## src/rtl/proc_pkg.sv

```systemverilog
// Shared processor definitions: instruction width, NOP encoding
// and the big-endian instruction word type used by the pipeline stages.
package proc_pkg;

   localparam int INSTR_W = 32;

   typedef logic [0:INSTR_W-1] instr_t;

   localparam instr_t NOP_INSTR = 32'h0000_0000;

endpackage : proc_pkg

```

## src/rtl/pipe_reg.sv

```systemverilog
// Generic WIDTH-bit pipeline register with asynchronous active-low
// reset to a parameterised value; shared by every pipeline stage.
module pipe_reg #(
   parameter int               WIDTH   = 32,
   parameter logic [0:WIDTH-1] RST_VAL = '0
) (
   input  logic               clk,
   input  logic               rst_n,
   input  logic [0:WIDTH-1]   d,
   output logic [0:WIDTH-1]   q
);

   logic [0:WIDTH-1] data_d;
   logic [0:WIDTH-1] data_q;

   // Next value: the stage always advances, no enable or stall.
   always_comb begin
      data_d = d;
   end

   // Storage: reset wins over a coincident clock edge and clears X.
   always_ff @(posedge clk or negedge rst_n) begin
      if (!rst_n) begin
         data_q <= RST_VAL;
      end else begin
         data_q <= data_d;
      end
   end

   assign q = data_q;

endmodule : pipe_reg

```

## src/rtl/pipe1.sv

```systemverilog
// Stage-1 instruction pipeline register: delays the fetched word by
// one cycle and holds a NOP while reset is low.
module pipe1
   import proc_pkg::*;
#(
   parameter int               WIDTH    = INSTR_W,
   parameter logic [0:WIDTH-1] NOP_WORD = WIDTH'(NOP_INSTR)
) (
   input  logic [0:WIDTH-1] instruction_in,
   output logic [0:WIDTH-1] instruction_out,
   input  logic             clk,
   input  logic             reset
);

   pipe_reg #(
      .WIDTH   (WIDTH),
      .RST_VAL (NOP_WORD)
   ) u_instr_reg (
      .clk   (clk),
      .rst_n (reset),
      .d     (instruction_in),
      .q     (instruction_out)
   );

endmodule : pipe1

```

## config.mk

```make
export PLATFORM = sky130hd
export DESIGN_NAME = pipe1
export DESIGN_NICKNAME = d
export VERILOG_FILES = /design/src/rtl/proc_pkg.sv /design/src/rtl/pipe_reg.sv /design/src/rtl/pipe1.sv
export SDC_FILE = /design/constraint.sdc
export NUM_CORES = 1
export LEC_CHECK = 0
export ABC_AREA = 1
export ABC_CLOCK_PERIOD_IN_PS = 1000
export CAP_MARGIN = 20
export CORE_MARGIN = 10
export CORE_UTILIZATION = 35
export CTS_BUF_LIST = sky130_fd_sc_hd__clkbuf_4 sky130_fd_sc_hd__clkbuf_8
export DETAILED_ROUTE_END_ITERATION = 12
export HOLD_SLACK_MARGIN = 0.1
export PLACE_DENSITY = 0.95
export SKIP_CTS_REPAIR_TIMING = 1
export SYNTH_ARGS = -nofsm -noshare
export SYNTH_HDL_FRONTEND = slang
export SYNTH_HIERARCHICAL = 1
export SYNTH_SLANG_ARGS = --single-unit
```

## constraint.sdc

```tcl
create_clock -name clk -period 1 [get_ports clk]
set_input_delay 0.1 -clock clk [delete_from_list [all_inputs] [get_ports clk]]
set_output_delay 0.1 -clock clk [all_outputs]
set_load 0.005 [all_outputs]
```

==> impl_metrics.csv <==
group,metric,value,unit
status,status,"finished clean",
synth,synth_seq_cells,32,
clock_network,clk_pin_slew_worst_paths,0.09,ns
synth,avgSynthCellArea,25.02,µm²
placed_design,dp_hpwl,1865,µm
layout,multi_input_cells,0,
worst_setup_path,worst-setup-path-type,"flip-flop to primary output",
floorplan,start_util,36.55,%
route,dr.pass1.iters,2,
worst_setup_path,arrival,0.85,ns
synth,yosysSeqAreaShare,100.0,%
sta,relSlewSlack,88.76,%
worst_setup_path,crit_buf_inv,1,
worst_setup_path,path_depth,1,
clock_network,cts_htree_levels,2,
global_routing,grt_antenna_before_repair,0,
worst_hold_path,hold_class,"primary input to async pin",
floorplan,die_w,67.83,µm
placed_design,port_buffers,65,
worst_setup_path,cp.required,0.90,ns
worst_setup_path,slowest_stage,"dfrtp_1",
worst_setup_path,worstPathCellList,"dlymetal6s2s_1",
layout,layout_commonest_cell,"clkdlybuf4s50_1",
synth,ys_types,1,
synth,syn-cell-area,800.8,µm²
global_routing,grt_pass1_vias,684,
sta,setup_slack,0.04550,ns
clock_network,clock_path_buffers,2,
sta,max_freq,1048,MHz
layout,largest_reg_flops,32,
floorplan,dieArea,4601,µm²
sta,setup_viol,0,
sta,finalHoldViolCount,0,
global_routing,grt_pass1_wl,3429,µm
floorplan,core_region_area,2191,µm²
sta,rsz0062_at_grt,"false",
sta,worst_slew_pin_slew,0.1686,ns
floorplan,row_count,17,
route,vias,539,
sta,final.setup.tns,0,ns
global_routing,grt_max_degree,33,
clock_network,cts_tree,"yes",
worst_setup_path,crit_fanout,1,
worst_setup_path,slowest_delay,0.38,ns
synth,ys_warn_count,6,
sta,period_minus_slack,0.9545,ns
layout,drive_gt1_share,8.491,%
synth,synth_cells,32,
clock_network,cts_buffers,5,
flow_run,max_cap_viol_count,0,
worst_setup_path,crit_path_start,"u_instr_reg/q[8]",
route,via_per_inst,4.022,
power,peakVddDrop,0.001078,V
route,route.detailed.wl_per_inst,18.36,µm
layout,n_antenna_cell,0,
layout,mostFrequentLayoutCells,"clkdlybuf4s50_1, dlymetal6s2s_1, dfrtp_1",
clock_network,clock-sinks,32,
placed_design,preCtsSetupSlack,0.07116,ns
global_routing,grt-ovfl-total,0,
route,drc,0,
route,first_iter_violations,17,
global_routing,grt_use_total,10.68,%
layout,multi_input_area,0,µm²
clock_network,root_buffer,"clkbuf_4",
synth,synth_fp_nets,66,
worst_setup_path,cp-start-kind,"flip-flop",
worst_setup_path,cp-end-kind,"primary output",
route,wirelength,2460,µm
floorplan,ioPinCount,66,
sta,fin_hold_ws,0.1633,ns
floorplan,chipHeight,67.83,µm
power,leakage,0.9686,nW
placed_design,finalWeightedCongestion,0.7400,
sta,slew_viol_final,0,
route,ant_nets,0,
power,powerDensity,1485,nW/µm²
sta,min_period_over_period,95.45,%
worst_setup_path,critPathTopFamily,"flip-flops",
layout,area_growth,106.4,%
layout,layout.nets,139,
## cell type report
type	instances	area, µm²
clock buffer	8	66.31
fill	144	538.0
sequential	32	800.8
tap	28	35.03
timing repair buffer	66	750.7
## Yosys cell counts
library cell	count	area, µm²
dfrtp_1	32	800.8
## worst max-delay path by stage
stage / to / slack (ns)
2_1_floorplan: instruction_out[0] / 0.55
3_3_place_gp: instruction_out[12] / 0.08
3_5_place_dp: instruction_out[1] / 0.07
4_1_cts: instruction_out[18] / -0.30
5_1_grt: instruction_out[8] / 0.001
6_report: instruction_out[8] / 0.05
## report_power, final
group | switching (W) | internal (W)
Sequential | 0.0000142 | 0.00136
Clock | 0.000391 | 0.000401
Combinational | 0.0000827 | 0.000208
## through the flow
| stage | util, % | instances | total power (W) | area, µm² |
|---|---|---|---|---|
| 4_1_cts | 71.79 | 134 | 0.002517 | 1573 |
| 3_3_place_gp | 68.76 | 126 | 0.001707 | 1506 |
| 3_5_place_dp | 68.76 | 126 | 0.001717 | 1506 |
| 6_report | 75.44 | 134 | 0.002454 | 1653 |
| 2_1_floorplan | - | 32 | 0.001411 | 800.8 |
| 5_1_grt | 75.44 | 134 | 0.002589 | 1653 |
## cells by family after synthesis
logic type / share of synthesized area [%]
DFF: 100.0
## metal layers
metal,share of wire (%),GRT usage (%),vias up
met1,32,8.433,255
met2,53,18.31,37
li1,-,-,242
met3,12,7.341,5
met5,0,0,-
met4,2.4,7.538,0
Note: power is estimated with default switching activity, not from simulation.
